===== src/rtl/power_mode_ctrl.sv =====
// Power-pellet mode controller: fright timer, ghost-eat chain scoring, eat pause and death detection.
// Optional FLASH warning phase is compiled in when POWER_FLASH_EN is defined.
module power_mode_ctrl #(
    parameter int FRIGHT_TICKS = 360,
    parameter int FLASH_TICKS  = 120,
    parameter int PAUSE_TICKS  = 30
) (
    input  logic        Clk,
    input  logic        Reset,
    input  logic        tick,
    input  logic [3:0]  dot_eaten,
    input  logic [3:0]  ghost_hit,
    output logic        frightened,
    output logic        flash,
    output logic        freeze,
    output logic [3:0]  ghost_eaten,
    output logic [11:0] score_add,
    output logic        score_valid,
    output logic        pac_death,
    output logic [2:0]  dots_left,
    output logic [1:0]  dbg_state
);

    if (FLASH_TICKS >= FRIGHT_TICKS) begin : g_bad_params
        $error("FLASH_TICKS must be less than FRIGHT_TICKS");
    end

    typedef enum logic [1:0] {
        ST_NORMAL    = 2'd0,
        ST_FRIGHT    = 2'd1,
        ST_EAT_PAUSE = 2'd2
`ifdef POWER_FLASH_EN
        , ST_FLASH   = 2'd3
`endif
    } state_t;

    localparam logic [9:0] FRIGHT_T = 10'(FRIGHT_TICKS);
    localparam logic [9:0] FLASH_T  = 10'(FLASH_TICKS);
    localparam logic [4:0] PAUSE_T  = 5'(PAUSE_TICKS);

    state_t      state, state_n;
    logic [9:0]  timer, timer_n;
    logic [1:0]  chain, chain_n;
    logic [4:0]  pause, pause_n;
    logic        pending, pending_n;
    logic [2:0]  dots_n;
    logic [3:0]  eaten_n;
    logic [11:0] score_n;
    logic        sv_n, pd_n;
    logic        hit_prev;

    logic        any_dot, hit_any;
    logic [2:0]  dot_cnt;
    logic [3:0]  avail, sel_mask;
    logic [9:0]  timer_dec;
    logic [4:0]  pause_inc;

    assign any_dot   = |dot_eaten;
    assign hit_any   = |ghost_hit;
    assign dot_cnt   = 3'(dot_eaten[0]) + 3'(dot_eaten[1]) + 3'(dot_eaten[2]) + 3'(dot_eaten[3]);
    assign avail     = ghost_hit & ~ghost_eaten;
    // Isolate the lowest set bit: only one ghost is served per eat.
    assign sel_mask  = avail & (~avail + 4'd1);
    assign timer_dec = timer - 10'd1;
    assign pause_inc = pause + 5'd1;

    always_comb begin
        state_n   = state;
        timer_n   = timer;
        chain_n   = chain;
        pause_n   = pause;
        pending_n = pending;
        eaten_n   = ghost_eaten;
        score_n   = score_add;
        sv_n      = 1'b0;
        pd_n      = 1'b0;
        dots_n    = (dots_left > dot_cnt) ? dots_left - dot_cnt : 3'd0;

        case (state)
            ST_NORMAL: begin
                if (any_dot) begin
                    state_n = ST_FRIGHT;
                    timer_n = FRIGHT_T - 10'(tick);
                    chain_n = 2'd0;
                    eaten_n = 4'd0;
                end else if (hit_any && !hit_prev) begin
                    pd_n = 1'b1;
                end
            end
            ST_EAT_PAUSE: begin
                if (any_dot) pending_n = 1'b1;
                if (tick) begin
                    pause_n = pause_inc;
                    if (pause_inc == PAUSE_T) begin
                        if (pending || any_dot) begin
                            // A dot collected while frozen restarts the power period on release.
                            state_n   = ST_FRIGHT;
                            timer_n   = FRIGHT_T;
                            chain_n   = 2'd0;
                            eaten_n   = 4'd0;
                            pending_n = 1'b0;
`ifdef POWER_FLASH_EN
                        end else if (timer <= FLASH_T) begin
                            state_n = ST_FLASH;
`endif
                        end else begin
                            state_n = ST_FRIGHT;
                        end
                    end
                end
            end
            default: begin
                if (any_dot) begin
                    state_n = ST_FRIGHT;
                    timer_n = FRIGHT_T - 10'(tick);
                    chain_n = 2'd0;
                    eaten_n = 4'd0;
                end else if (|avail) begin
                    eaten_n = ghost_eaten | sel_mask;
                    score_n = 12'd200 << chain;
                    sv_n    = 1'b1;
                    chain_n = (chain == 2'd3) ? 2'd3 : chain + 2'd1;
                    state_n = ST_EAT_PAUSE;
                    pause_n = 5'(tick);
                end else if (tick) begin
                    timer_n = timer_dec;
                    if (timer_dec == 10'd0) begin
                        state_n = ST_NORMAL;
                        eaten_n = 4'd0;
`ifdef POWER_FLASH_EN
                    end else if (timer_dec <= FLASH_T) begin
                        state_n = ST_FLASH;
`endif
                    end
                end
            end
        endcase
    end

    always_ff @(posedge Clk) begin
        if (Reset) begin
            state       <= ST_NORMAL;
            timer       <= 10'd0;
            chain       <= 2'd0;
            pause       <= 5'd0;
            pending     <= 1'b0;
            dots_left   <= 3'd4;
            ghost_eaten <= 4'd0;
            score_add   <= 12'd0;
            score_valid <= 1'b0;
            pac_death   <= 1'b0;
            hit_prev    <= 1'b0;
        end else begin
            state       <= state_n;
            timer       <= timer_n;
            chain       <= chain_n;
            pause       <= pause_n;
            pending     <= pending_n;
            dots_left   <= dots_n;
            ghost_eaten <= eaten_n;
            score_add   <= score_n;
            score_valid <= sv_n;
            pac_death   <= pd_n;
            hit_prev    <= hit_any;
        end
    end

    assign frightened = (state != ST_NORMAL);
    assign freeze     = (state == ST_EAT_PAUSE);
    assign dbg_state  = state;
`ifdef POWER_FLASH_EN
    assign flash = (state == ST_FLASH) || ((state == ST_EAT_PAUSE) && (timer <= FLASH_T));
`else
    assign flash = 1'b0;
`endif

endmodule


===== config.mk =====
export PLATFORM = sky130hd
export DESIGN_NAME = power_mode_ctrl
export DESIGN_NICKNAME = d
export VERILOG_FILES = /design/src/rtl/power_mode_ctrl.sv
export SDC_FILE = /design/constraint.sdc
export NUM_CORES = 1
export LEC_CHECK = 0
export ABC_AREA = 1
export BUFFER_PORTS_ARGS = -buffer_cell sky130_fd_sc_hd__buf_2
export CORE_MARGIN = 10
export CORE_UTILIZATION = 50
export CTS_CLUSTER_DIAMETER = 200
export CTS_CLUSTER_SIZE = 24
export DETAILED_ROUTE_END_ITERATION = 10
export PLACE_DENSITY = 0.72
export REMOVE_ABC_BUFFERS = 1
export SYNTH_ARGS = -nofsm -noshare
export SYNTH_HDL_FRONTEND = slang
export SYNTH_SLANG_ARGS = --single-unit

===== constraint.sdc =====
create_clock -name Clk -period 5.9 [get_ports Clk]
set_clock_uncertainty 0.1 [all_clocks]
set_input_delay 0.295 -clock Clk [delete_from_list [all_inputs] [get_ports Clk]]
set_output_delay 0.295 -clock Clk [all_outputs]
set_load 0.05 [all_outputs]

==> metrics list, run 1 <==
- The flow ran to the end, and the final reports show no timing, DRC or antenna violations.
- In this run the mean area of a mapped cell was 7.545 sq um.
- Antenna Nets Post-Route: 0
* Top library cells by usage in the layout, fill and taps aside: nand2_1 (44), nor2_1 (41), dfxtp_1 (38), inv_1 (32), buf_2 (31)
- The number of global-route vias before repair was 1897.
- DRC viols: 0
- Buffers inserted to repair hold after CTS numbered 0.
- # H-tree levels: 2
- Total global-route track usage: 0.1329
- For this run, the register share of the synthesized area comes to 0.3372.
- Effective utilization at floorplan: 0.5181
- The analysis attributes to cell leakage a power of 1.205 nW.
* Source-to-sink clock delay at the later pin of the worst-skew pair: 0.30 ns
- The min-delay analysis places its worst path in the category input port to flip-flop.
* Max-slew violation count: 0
- Register bit count reported by yosys: 38
- Clock transition at the register clock pins on the worst setup and hold paths after CTS: 0.08 ns
- Post-synthesis instance area: 0.002256 sq mm
- CP Data Arrival Time: 2.28 ns
* Total of fill cells in the finished design: 408
* Unrepaired setup endpoints after global routing: false
- After synthesis, the netlist uses 39 different library cells.
- The compound-gate portion of the synthesized area was 0.1775.
- 0 antenna diodes ended up in the layout.
- Summed over all nets, the half-perimeter wirelength after detailed placement is 3.681 mm.
* Final RePlAce weighted congestion: 0.8454
* Multiplexer share of the synthesized area: 0
- For this block, the routed nets add up to 4.835 mm of wire.
- Chip width: 87.17 um
- Fraction of the mapped netlist area in simple logic gates: 0.2590
* Worst Reg-to-Reg Cells: 9
* Transition time at the pin with the least slew margin: 0.5721 ns
- Clk root buf: clkbuf_8
- Most common library cell in the layout ignoring fill and taps: nand2_1
- Portion of the clock cycle consumed by the worst path in the final layout: 0.3650
- Total CTS buffers: 5
- Across the run, the number of max-cap violations was 0.
- Buffers from clock root to sink, at most: 2
* Relative area change from synthesis to final layout: 11.31%
- After detailed routing, the average wire length per cell comes to 12.62 um.
- Slew Limit Headroom: 0.6182
- Pin placement for this block handled 37 I/O pins.
- Of the total synthesized cell area, the portion taken by XOR and XNOR cells is 0.02329.
- Final layout net count: 359
- Final Hold Vio Count: 0
- The worst-case IR drop observed on VDD is 142.0 uV.
* PostCTS Resize Cnt: 0
- The first global-routing pass estimated 8.404 mm of wire.
- Summing internal, switching and leakage power gives 0.0006140 W.
- Highest achievable clock rate: 0.4644 GHz
- Of the total synthesized cell area, the portion taken by full adders, half adders and majority gates is 0.1065.
* Dominant combinational cell family by area after synthesis: simple AND/OR/NAND/NOR gates
* Number of warnings reported in the yosys synthesis log: 0
- Worst EP required: 6.02 ns
- Measured along the y axis, the die boundary spans 87.17 um.
* CP Launch Type: input port
- The region available for standard cell placement spans 0.004354 sq mm.
- Initial detailed-routing violation count: 140
- Port Buffers: 31
* Highest net fanout along the worst path: 2
- TritonCTS built the clock tree.
* GR Overflow Total: 0
- The worst hold path passes through 3 cells.
* Start-to-end type of the worst setup path: input port to flip-flop
- Number of buffers added for setup after CTS: 0
- The floorplan step defined a die boundary enclosing 0.007599 sq mm.
- After layout, the minimum clock period comes to 2.153 ns.
- Pin count of the biggest net entering global routing: 22
- Sort of element at the end of the critical path: flip-flop
- Counting every sink on the clock net gives 38.
- The routed layout has 1953 vias.
* Number of antenna violations at the first check in global routing: 0
- In the routed layout, each cell is associated on average with a via count of 5.099.
- The floorplan has 24 rows.
- Share of layout cells above drive strength 1: 0.1843
- Setup violations remaining at the end of the flow were counted as 0.
- For this run, the detailed router's first-pass iteration total came to 4.
* Placed Cells: 375
- Adding up every negative setup slack in the final design gives 0 ns.
- Final non-filler cell total: 383
- In the synthesized netlist, the number of instances is 299.
- Total power density per cell area: 244.5 mW/mm^2
- Worst hold margin: 0.1568 ns
## through the flow
stage / setup WS (ns) / cell area [sq um] / util
6_report: 3.747 / 2511 / 0.5767
5_1_grt: 3.531 / 2511 / 0.5767
4_1_cts: 3.728 / 2511 / 0.5767
3_5_place_dp: 3.427 / 2416 / 0.5549
3_3_place_gp: 3.479 / 2416 / 0.5549
2_1_floorplan: 3.672 / 2196 / -
## area by class of cell
class / instances / area [sq um] / area share
Clock inverter: 2 / 12.51 / 0.004983
Clock buffer: 6 / 82.58 / 0.03288
Sequential cell: 38 / 760.7 / 0.3029
Multi-Input combinational cell: 217 / 1296 / 0.5162
Tap cell: 52 / 65.06 / 0.02591
Inverter: 37 / 138.9 / 0.05531
Timing Repair Buffer: 31 / 155.1 / 0.06178
## Yosys cell counts, drive strengths merged
master | number | share of area
conb | 1 | 0.0017
xnor2 | 3 | 0.012
dfxtp | 38 | 0.34
a21oi | 24 | 0.058
a22oi | 1 | 0.0033
nand2b | 1 | 0.0028
fa | 2 | 0.018
clkbuf | 3 | 0.0050
nor4 | 2 | 0.0055
buf | 8 | 0.028
a211oi | 2 | 0.0067
nand2 | 48 | 0.089
nor3 | 4 | 0.014
o21a | 1 | 0.0033
inv | 37 | 0.062
xor2 | 3 | 0.012
o211a | 2 | 0.0089
o2111ai | 3 | 0.012
a31oi | 1 | 0.0094
o211ai | 1 | 0.0033
nand3 | 14 | 0.033
a21o | 1 | 0.0033
nand4 | 6 | 0.017
nor2 | 48 | 0.098
a31o | 1 | 0.0039
ha | 16 | 0.089
o21ai | 27 | 0.062
a311oi | 1 | 0.0039
## registers in the layout, summed over array words and instances (netlist names)
| name | flops |
|---|---|
| pending | 1 |
| timer | 10 |
| score_add | 8 |
| chain | 2 |
| dots_left | 3 |
| score_valid | 1 |
| hit_prev | 1 |
| pac_death | 1 |
| pause | 5 |
| dbg_state | 2 |
| ghost_eaten | 4 |
## path summary, 6_finish.rpt
| check | slack [ns] | from | end |
|---|---|---|---|
| setup / recovery | 3.75 | dot_eaten[0] | dots_left[2] |
| hold / removal | 0.16 | ghost_hit[2] | hit_prev |
| setup reg to reg | 3.83 | dbg_state[0] | pause[4] |
| hold reg to reg | 0.32 | hit_prev | pac_death |
## critical path: stages
cell     delay, ns
buf_2         0.12
fa_1          0.47
ha_1          0.19
ha_1          0.26
inv_1         0.06
ha_1          0.30
nand3_1       0.08
nand2_1       0.07
nand2_1       0.06
a31o_2        0.24
o21ai_0       0.13
## per-layer routing
| layer | wire length, um | up-vias | share of wire | global-route usage |
|---|---|---|---|---|
| met4 | 56 | 0 | 0.012 | 0.03913 |
| met1 | 2204 | 876 | 0.46 | 0.1577 |
| met3 | 252 | 5 | 0.052 | 0.03745 |
| li1 | - | 1037 | - | - |
| met2 | 2321 | 35 | 0.48 | 0.2265 |
| met5 | 0 | - | 0 | 0 |
## where the power goes
group / switching (W) / internal (W) / total, W / leakage, nW
Combinational: 0.0000979 / 0.0000449 / 0.000143 / 0.847
Clock: 0.0000960 / 0.0000940 / 0.000190 / 0.0472
Sequential: 0.0000118 / 0.000269 / 0.000281 / 0.310
Total: 0.000206 / 0.000408 / 0.000614 / 1.20
## cell families (layout without fill, tap and decap cells)
group | count (synthesis) | count (layout)
compound gates | 65 | 65
xor+xnor | 6 | 6
fa+ha+maj | 18 | 18
buf+inv | 48 | 76
flops | 38 | 38
other cells | 1 | 5
simple gates | 123 | 123
Power figures use the tool's default switching activity.
==> inputs of run 2 (changes only) <==
- ABC_AREA: 1 -> 0
- clock period: 5.9 -> 2.1 ns (I/O delays scaled with it)
==> run 2 against run 1 <==
Compared with the run above:
- design area is 19% higher
- die area is 0.25% higher
- combinational power grew to 3.4 times the previous value
- the flow now finishes with violations (negative hold slack)
- critical endpoint is now dbg_state[0]
- sequential power grew to 2.8 times the previous value
- register-to-register slack worse by 3.8 ns
- sequential cell count stayed put
- synthesized cell count is 8.4% lower
- largest power group unchanged
- clock power grew to 4.1 times the previous value
- non-clock buffer count is 44 higher
==> metrics list, run 2 <==
- The final setup violation count was 0 (unchanged).
- # H-tree levels: 2 (unchanged)
- Clock transition at the register clock pins on the worst setup and hold paths after CTS: 0.08 ns (about the same)
- Setup tns final: 0 ns (unchanged)
- The number of instances in the placed design came to 385 (+2.7%).
- Worst EP required: 2.21 ns (-3.81 ns)
* Start-to-end type of the worst setup path: flip-flop to flip-flop
- Setup repair after global routing could not meet its margin everywhere.
- Final layout net count: 371 (+3.3%)
- More flip-flops sit in one register than any other, and that register is timer.
- The non-filler instance count after layout came to 395 (+3.1%).
* Cell with the most instances after synthesis: dfxtp_1
- Total inserted antenna cells: 0 (unchanged)
- Source-to-sink clock delay at the later pin of the worst-skew pair: 0.29 ns (about the same)
- Buffers from clock root to sink, at most: 2 (unchanged)
- Standby leakage power: 1.329 nW (+10%)
* Portion of the clock cycle consumed by the worst path in the final layout: 0.9988
- The total power after layout is 0.002045 W (+230%).
* Final RePlAce weighted congestion: 0.8449 (about the same)
- Post-synthesis instance area: 0.002263 sq mm (+0.33%)
* Pin count of the biggest net entering global routing: 34 (+55%)
* Routed via count: 2124 (+8.8%)
- Top library cells by usage in the layout, fill and taps aside: buf_4 (42), nor2_1 (37), dfxtp_1 (35), buf_2 (31)
- Number of warnings reported in the yosys synthesis log: 0 (unchanged)
- Sort of element at the end of the critical path: flip-flop
* Initial detailed-routing violation count: 93 (-34%)
- Run status: finished with violations
- Total global-route track usage: 0.1443 (+0.01139)
* Part of the power in combinational logic: 0.240 (+0.007)
- By area the synthesized netlist is led by dfxtp_1 (34%), ha_1 (8.8%), nor2_1 (6.1%), a21oi_1 (4.9%), nand2_1 (3.6%).
* Family with the most delay on the worst path: simple AND/OR/NAND/NOR gates
- In the final layout, the registers with the most flip-flops are timer: 10 flops, score_add: 8 flops, pause: 5 flops.
- Routed vias/inst: 5.377 (+5.5%)
* Per-cell routed wire length: 14.33 um (+14%)
* Top-level port count: 37 (unchanged)
* Hold Path Class: input port to flip-flop
- The fraction of final layout cells with drive strength greater than 1 came to 0.3353 (+0.1510).
* Highest net fanout along the worst path: 3 (+1)
* Sinks on Clock Net: 38 (unchanged)
* Worst hold margin: -0.005485 ns (-0.1623 ns)
- Final Hold Vio Count: 1 (+1)
* Transition time at the pin with the least slew margin: 0.6421 ns (+0.06995 ns)
* Antenna Nets Post-Route: 0 (unchanged)
* Cell type of the slowest stage on the worst timing path: or3b_4
- Die boundary height: 87.28 um (+0.13%)
* Highest achievable clock rate: 0.4768 GHz
- Cell-internal power: 0.001464 W (+260%)
* Final core utilization: 0.6826 (+0.1059)
* Relative area change from synthesis to final layout: 32.23%
* Number of global-route vias before repair: 2027 (+6.9%)
- Summed over all instances, the cell type with the most area after synthesis is dfxtp_1.
- Effective utilization at floorplan: 0.5163 (-0.001836)
- Worst-case vdd ir drop: 440.2 uV (+210%)
- The number of filler cells placed in the layout was 371 (-9.1%).
* Clk root buf: clkbuf_8
* Critical path, cell by cell: inv_2 -> ha_4 -> or3b_4 -> or3_4 -> nand3_4 -> o31ai_4 -> and2_4 -> a221oi_2
- The wire length of the first global-routing pass is 9.128 mm (+8.6%).
- Core box area: 0.004384 sq mm (+0.69%)
* DRC viols: 0 (unchanged)
- The number of flip-flops under the largest register name is 10 (unchanged).
- GR Overflow Total: 0 (unchanged)
- The longest individual stage delay on the worst path was 0.40 ns (-0.07 ns).
- The switching power came to 0.0005804 W (+180%).
- Post-synth ARST share: 0 (unchanged)
- Max-slew violation count: 0 (unchanged)
- The detailed-route wire length is 5.662 mm (+17%).
- The post-synthesis sequential area ratio was 0.3361 (-0.001118).
- The clock network fraction of total power was 0.378 (+0.069).
- Count of flip-flops with a built-in enable after synthesis: 0 (unchanged)
- The unique cell type count in the Yosys netlist came to 54 (+38%).
* Number of antenna violations at the first check in global routing: 0 (unchanged)
- The library cell used most frequently in the layout, excluding fill and tap cells, is buf_4.
* DPL Wire Length: 4.076 mm (+11%)
- Reg power frac: 0.382 (-0.076)
- The top-area cell type share of the netlist area was 0.3361 (-0.001118).
* Crit path time final: 2.097 ns
- Post-synth top flop: dfxtp_1
* Full die area: 0.007618 sq mm (+0.25%)
* Worst-case setup margin in the final layout: 0.002580 ns (-3.744 ns)
* Core Rows: 24 (unchanged)
- Synthesized netlist cell count: 274 (-8.4%)
- CP Data Arrival Time: 2.21 ns (-0.07 ns)
- Register bit count reported by yosys: 38 (unchanged)
- The iteration count of the initial detailed-routing pass was 4 (unchanged).
- The count of max-cap constraint violations is 0 (unchanged).
* Violations in the final reports: negative hold slack
- Total CTS buffers: 5 (unchanged)
- The synthesized area per cell was 8.261 sq um (+9.5%).
- Port Buffers: 31 (unchanged)
- The post-placement setup slack was -0.1758 ns (-3.603 ns).
- Number of buffers and inverters on the critical path: 1 (-1)
- The relative max-transition margin was 0.5720 (-0.04621).
- Synth top cells by count: dfxtp_1 (38), nor2_1 (37), a21oi_1 (22), nand2_1 (22)
- TritonCTS built the clock tree.
* Total power density per cell area: 683.3 mW/mm^2 (+180%)
- Net switching fraction of the power: 0.2838 (-0.05116)
- CP Launch Type: flip-flop
* Number of buffers inserted for hold repair after clock tree synthesis: 0 (unchanged)
* Flop-to-flop setup slack: 0.003 ns (-3.83 ns)
- Chip width: 87.28 um (+0.13%)
run 2: cell types whose count changed after synthesis, sizes merged, moves of 4 or more:
cell    before  now
a31oi        1    6
and4         0    4
clkbuf       3    8
inv         37   16
mux2i        0    5
nand2       48   22
nand2b       1    6
nand3       14    9
nand4        6    2
nor2        48   37
nor3         4    9
o21ai       27   14
or4          0    4
run 2: cells by family (layout without fill, tap and decap cells):
group                    count (synthesis)  in the layout  share of synthesized area
buffers and inverters                   35            100                    0.07020
other                                    1              5                   0.001657
flip-flops                              38             38                     0.3361
multiplexers                             5              5                    0.02211
adder cells (fa/ha/maj)                 18             18                     0.1061
XOR/XNOR                                 5              5                    0.02266
AND/OR/NAND/NOR                        109            109                     0.2543
AO/OA/AOI/OAI                           63             63                     0.1868
run 2: cell type report:
class | instances | area, sq um | share of cell area
multi-input cells | 205 | 1464 | 0.4891
repair buffers | 75 | 493.0 | 0.1647
clock inverters | 2 | 60.06 | 0.02007
clock buffers | 6 | 82.58 | 0.02759
well taps | 52 | 65.06 | 0.02174
flip-flops and latches | 38 | 764.5 | 0.2554
inverters | 17 | 63.81 | 0.02132
run 2: power groups by stage:
stage / Sequential, W / Clock, W / Combinational, W
after detailed placement: 0.000794 / 0 / 0.000450
after floorplan: 0.000855 / 0 / 0.000222
after CTS: 0.000778 / 0.000780 / 0.000460
after global routing: 0.000784 / 0.000813 / 0.000531
final: 0.000780 / 0.000774 / 0.000491
after global placement: 0.000794 / 0 / 0.000438
run 2: worst register-to-register path, stage by stage, from the launching register on:
cell	delay (ns)
dfxtp_2	0.34
inv_2	0.09
ha_4	0.14
or3b_4	0.40
or3_4	0.36
nand3_4	0.10
o31ai_4	0.09
and2_4	0.17
a221oi_2	0.22
run 2: repair_timing:
item	CTS	global route
setup buffers	0	2
setup endpoints to repair	7	14
resized for setup	5	21
pin swaps	0	8
run 2: per-layer routing:
| layer | GRT usage | share of wire | vias to the layer above |
|---|---|---|---|
| met4 | 0.03913 | 0.011 | 0 |
| met2 | 0.2493 | 0.51 | 33 |
| met5 | 0 | 0 | - |
| li1 | - | - | 1084 |
| met3 | 0.03371 | 0.038 | 8 |
| met1 | 0.1729 | 0.44 | 999 |
run 2: worst paths after layout:
kind / startpoint / endpoint / cells after the start
worst max-delay path: timer[1] / dbg_state[0] / 8
worst min-delay path: ghost_hit[3] / hit_prev / 3
worst max register to register: timer[1] / dbg_state[0] / 8
worst min register to register: score_add[10] / score_add[10] / 2
run 2: stage by stage:
step | hold slack, ns | area [sq um]
after floorplan | 0.06965 | 2183
after global placement | 0.2864 | 2719
after detailed placement | 0.2862 | 2719
after CTS | 0.002742 | 2884
after global routing | 0.02332 | 2993
final | -0.005485 | 2993
==> inputs of run 3 (changes only) <==
- CORE_UTILIZATION: 50 -> 55
- PLACE_DENSITY: 0.72 -> 0.78
==> run 3 against run 2 <==
Compared with the run above:
- the run ends with negative setup slack left
- clock-buffer cell count stayed put
- register-to-register slack worse by 0.03 ns
- non-clock buffer count shrank 4
- total power is 5.9% lower
- setup slack worse by 0.028 ns
- via count grew 3.8%
- global-route usage increased by 1.8 points
- first-iteration DRC count rose by 90%
- combinational power barely moved
- critical endpoint unchanged
- largest cell class unchanged
==> metrics list, run 3 (same netlist as run 2, synthesis figures left out) <==
- Run status: finished with violations
* Violations in the final reports: negative setup slack
- Total power density per cell area: 657.5 mW/mm^2 (-3.8%)
- The final number of hold-violating endpoints is 0 (-1).
- Metal-1 WL: 2.595 mm (+4.8%)
* Worst-case setup margin in the final layout: -0.02575 ns (-0.02833 ns)
* Effective utilization at floorplan: 0.5658 (+0.04958)
- Portion of the clock cycle consumed by the worst path in the final layout: 1.012 (+0.01349)
* Switching power summed over all nets: 0.0005924 W (+2.1%)
- Net switching fraction of the power: 0.3077 (+0.02391)
- The slew at the pin closest to its max-slew limit was 0.6791 ns (+0.03706 ns).
* Standby leakage power: 1.286 nW (-3.2%)
- The average vias per placed instance is 5.666 (+5.4%).
- Full die area: 0.007081 sq mm (-7.0%)
- Total global-route track usage: 0.1622 (+0.01784)
* Die boundary height: 84.15 um (-3.6%)
* DRC viols: 0 (unchanged)
* Placed Cells: 378 (-1.8%)
- Buffers from clock root to sink, at most: 2 (unchanged)
- The total negative slack came to -0.02575 ns (-0.02575 ns).
* CP Launch Type: flip-flop
* Start-to-end type of the worst setup path: flip-flop to flip-flop
* Clock transition at the register clock pins on the worst setup and hold paths after CTS: 0.07 ns (about the same)
- The number of filler cells placed in the layout is 302 (-19%).
- The share of total power in combinational logic was 0.257 (+0.017).
- The layout net count was 368 (-0.81%).
- The chip width is 84.15 um (-3.6%).
- The flip-flop and latch area came to 765.7 sq um (+0.16%).
* Max-slew violation count: 0 (unchanged)
- Relative area change from synthesis to final layout: 29.35%
* Final RePlAce weighted congestion: 0.9311 (+10%)
* Largest registers in the final layout: timer: 10 flops, score_add: 8 flops, pause: 5 flops
* Core box area: 0.004000 sq mm (-8.8%)
* Clock tree from TritonCTS: done
- Routed via count: 2204 (+3.8%)
- Core Rows: 23 (-4.2%)
- The time the final worst path needs with I/O delays and setup came to 2.126 ns (+0.02833 ns).
* GR Overflow Total: 0 (unchanged)
* Pin count of the biggest net entering global routing: 34 (unchanged)
- The maximum vdd ir drop was 619.1 uV (+41%).
* Met2 WL post-DR: 3.066 mm (+5.4%)
* Clk root buf: clkbuf_8
* Total CTS buffers: 5 (unchanged)
- Top-level port count: 37 (unchanged)
- The wire length of the first global-routing pass is 9.908 mm (+8.5%).
- The instance area at placement came to 0.002679 sq mm (-1.5%).
- Hold Path Class: input port to flip-flop
- The clock latency reported for the late side of the worst-skew pair was 0.30 ns (about the same).
- Worst slack at placement: -0.1850 ns (-0.009140 ns)
- The count of port buffers added during placement is 31 (unchanged).
- Top library cells by usage in the layout, fill and taps aside: buf_4 (39), nor2_1 (37), dfxtp_1 (34), buf_2 (31), nand2_1 (22)
- The count of max-cap constraint violations came to 0 (unchanged).
- The design area was 0.002928 sq mm (-2.2%).
- Per-cell routed wire length: 15.67 um (+9.3%)
- The data required time at the worst endpoint came to 2.21 ns (about the same).
- Number of global-route vias before repair: 2196 (+8.3%)
- The maximum frequency from static timing analysis came to 0.4704 GHz (-1.3%).
- The number of flip-flops under the largest register name was 10 (unchanged).
* Total inserted antenna cells: 0 (unchanged)
* Unrepaired setup endpoints after global routing: true
- Met3 Routed Length: 323 um (+52%)
* Sort of element at the end of the critical path: flip-flop
- The clock sink count is 38 (unchanged).
* Share of layout cells above drive strength 1: 0.3274 (-0.007843)
* Highest net fanout along the worst path: 3 (unchanged)
- The half-perimeter wire length after detailed placement was 4.089 mm (+0.32%).
* Initial detailed-routing violation count: 177 (+90%)
* Highest metal layer with signal wires: met4
* CP Data Arrival Time: 2.24 ns (+0.03 ns)
* Cell-internal power: 0.001333 W (-9.0%)
- The area used by multi-input combinational logic is 0.001465 sq mm (about the same).
- Final core utilization: 0.7319 (+0.04929)
- The detailed-route wire length is 6.094 mm (+7.6%).
* Number of antenna violations at the first check in global routing: 0 (unchanged)
- The iteration count of the initial detailed-routing pass came to 5 (+1).
- Final non-filler cell total: 389 (-1.5%)
- # H-tree levels: 2 (unchanged)
* Biggest register: timer
- The relative max-transition margin came to 0.5473 (-0.02471).
- Antenna Nets Post-Route: 0 (unchanged)
- The power share of the sequential group was 0.406 (+0.024).
* Clock network power share: 0.337 (-0.041)
* Most common library cell in the layout ignoring fill and taps: buf_4
- Number of setup violations in the final report: 1 (+1)
run 3: layout make-up:
class | instances | share of cell area
clock inverter | 1 | 0.01026
tap | 50 | 0.02137
clock buffer | 6 | 0.02821
sequential | 38 | 0.2615
timing repair buffer | 71 | 0.1564
inverter | 17 | 0.02179
multi-input combinational | 206 | 0.5004
run 3: per-stage QoR:
| step | power (W) | hold WS [ns] |
|---|---|---|
| global route | 0.001996 | 0.02344 |
| global placement | 0.001224 | 0.2931 |
| floorplan | 0.001077 | 0.06965 |
| detailed placement | 0.001236 | 0.2989 |
| CTS | 0.001891 | 0.004482 |
| finish | 0.001925 | 0.005231 |
run 3: critical path, stage by stage (launching register included):
cell      delay, ns
dfxtp_2        0.34
inv_2          0.08
ha_4           0.14
or3b_4         0.39
or3_4          0.36
nand3_4        0.10
o31ai_4        0.09
and2_4         0.19
a221oi_2       0.25
run 3: repair_timing:
item | 4_1_cts | 5_1_grt
endpoints found under the hold margin | 1 | 0
endpoints found under the setup margin | 11 | 15
pin swaps | 3 | 6
resized for setup | 10 | 17
hold buffers | 1 | 0
gates cloned | 0 | 1
buffers inserted | 0 | 2
run 3: path summary, 6_finish.rpt:
path,from,end,slack [ns],cells after the start
max,timer[1],dbg_state[0],-0.03,8
min reg2reg,score_add[8],score_add[8],0.35,2
min,ghost_hit[1],hit_prev,0.005,3
max reg2reg,timer[1],dbg_state[0],-0.03,8
run 3: per-layer routing:
metal	up-vias	GRT usage
li1	1080	-
met2	73	0.2863
met4	0	0.05632
met3	12	0.04348
met1	1039	0.1823
met5	-	0
run 3: power groups by stage:
stage / clock network [W] / logic (W) / registers, W
after global placement: 0 / 0.000431 / 0.000793
after global routing: 0.000674 / 0.000535 / 0.000786
final: 0.000649 / 0.000494 / 0.000782
after floorplan: 0 / 0.000222 / 0.000855
after CTS: 0.000652 / 0.000458 / 0.000781
after detailed placement: 0 / 0.000441 / 0.000795
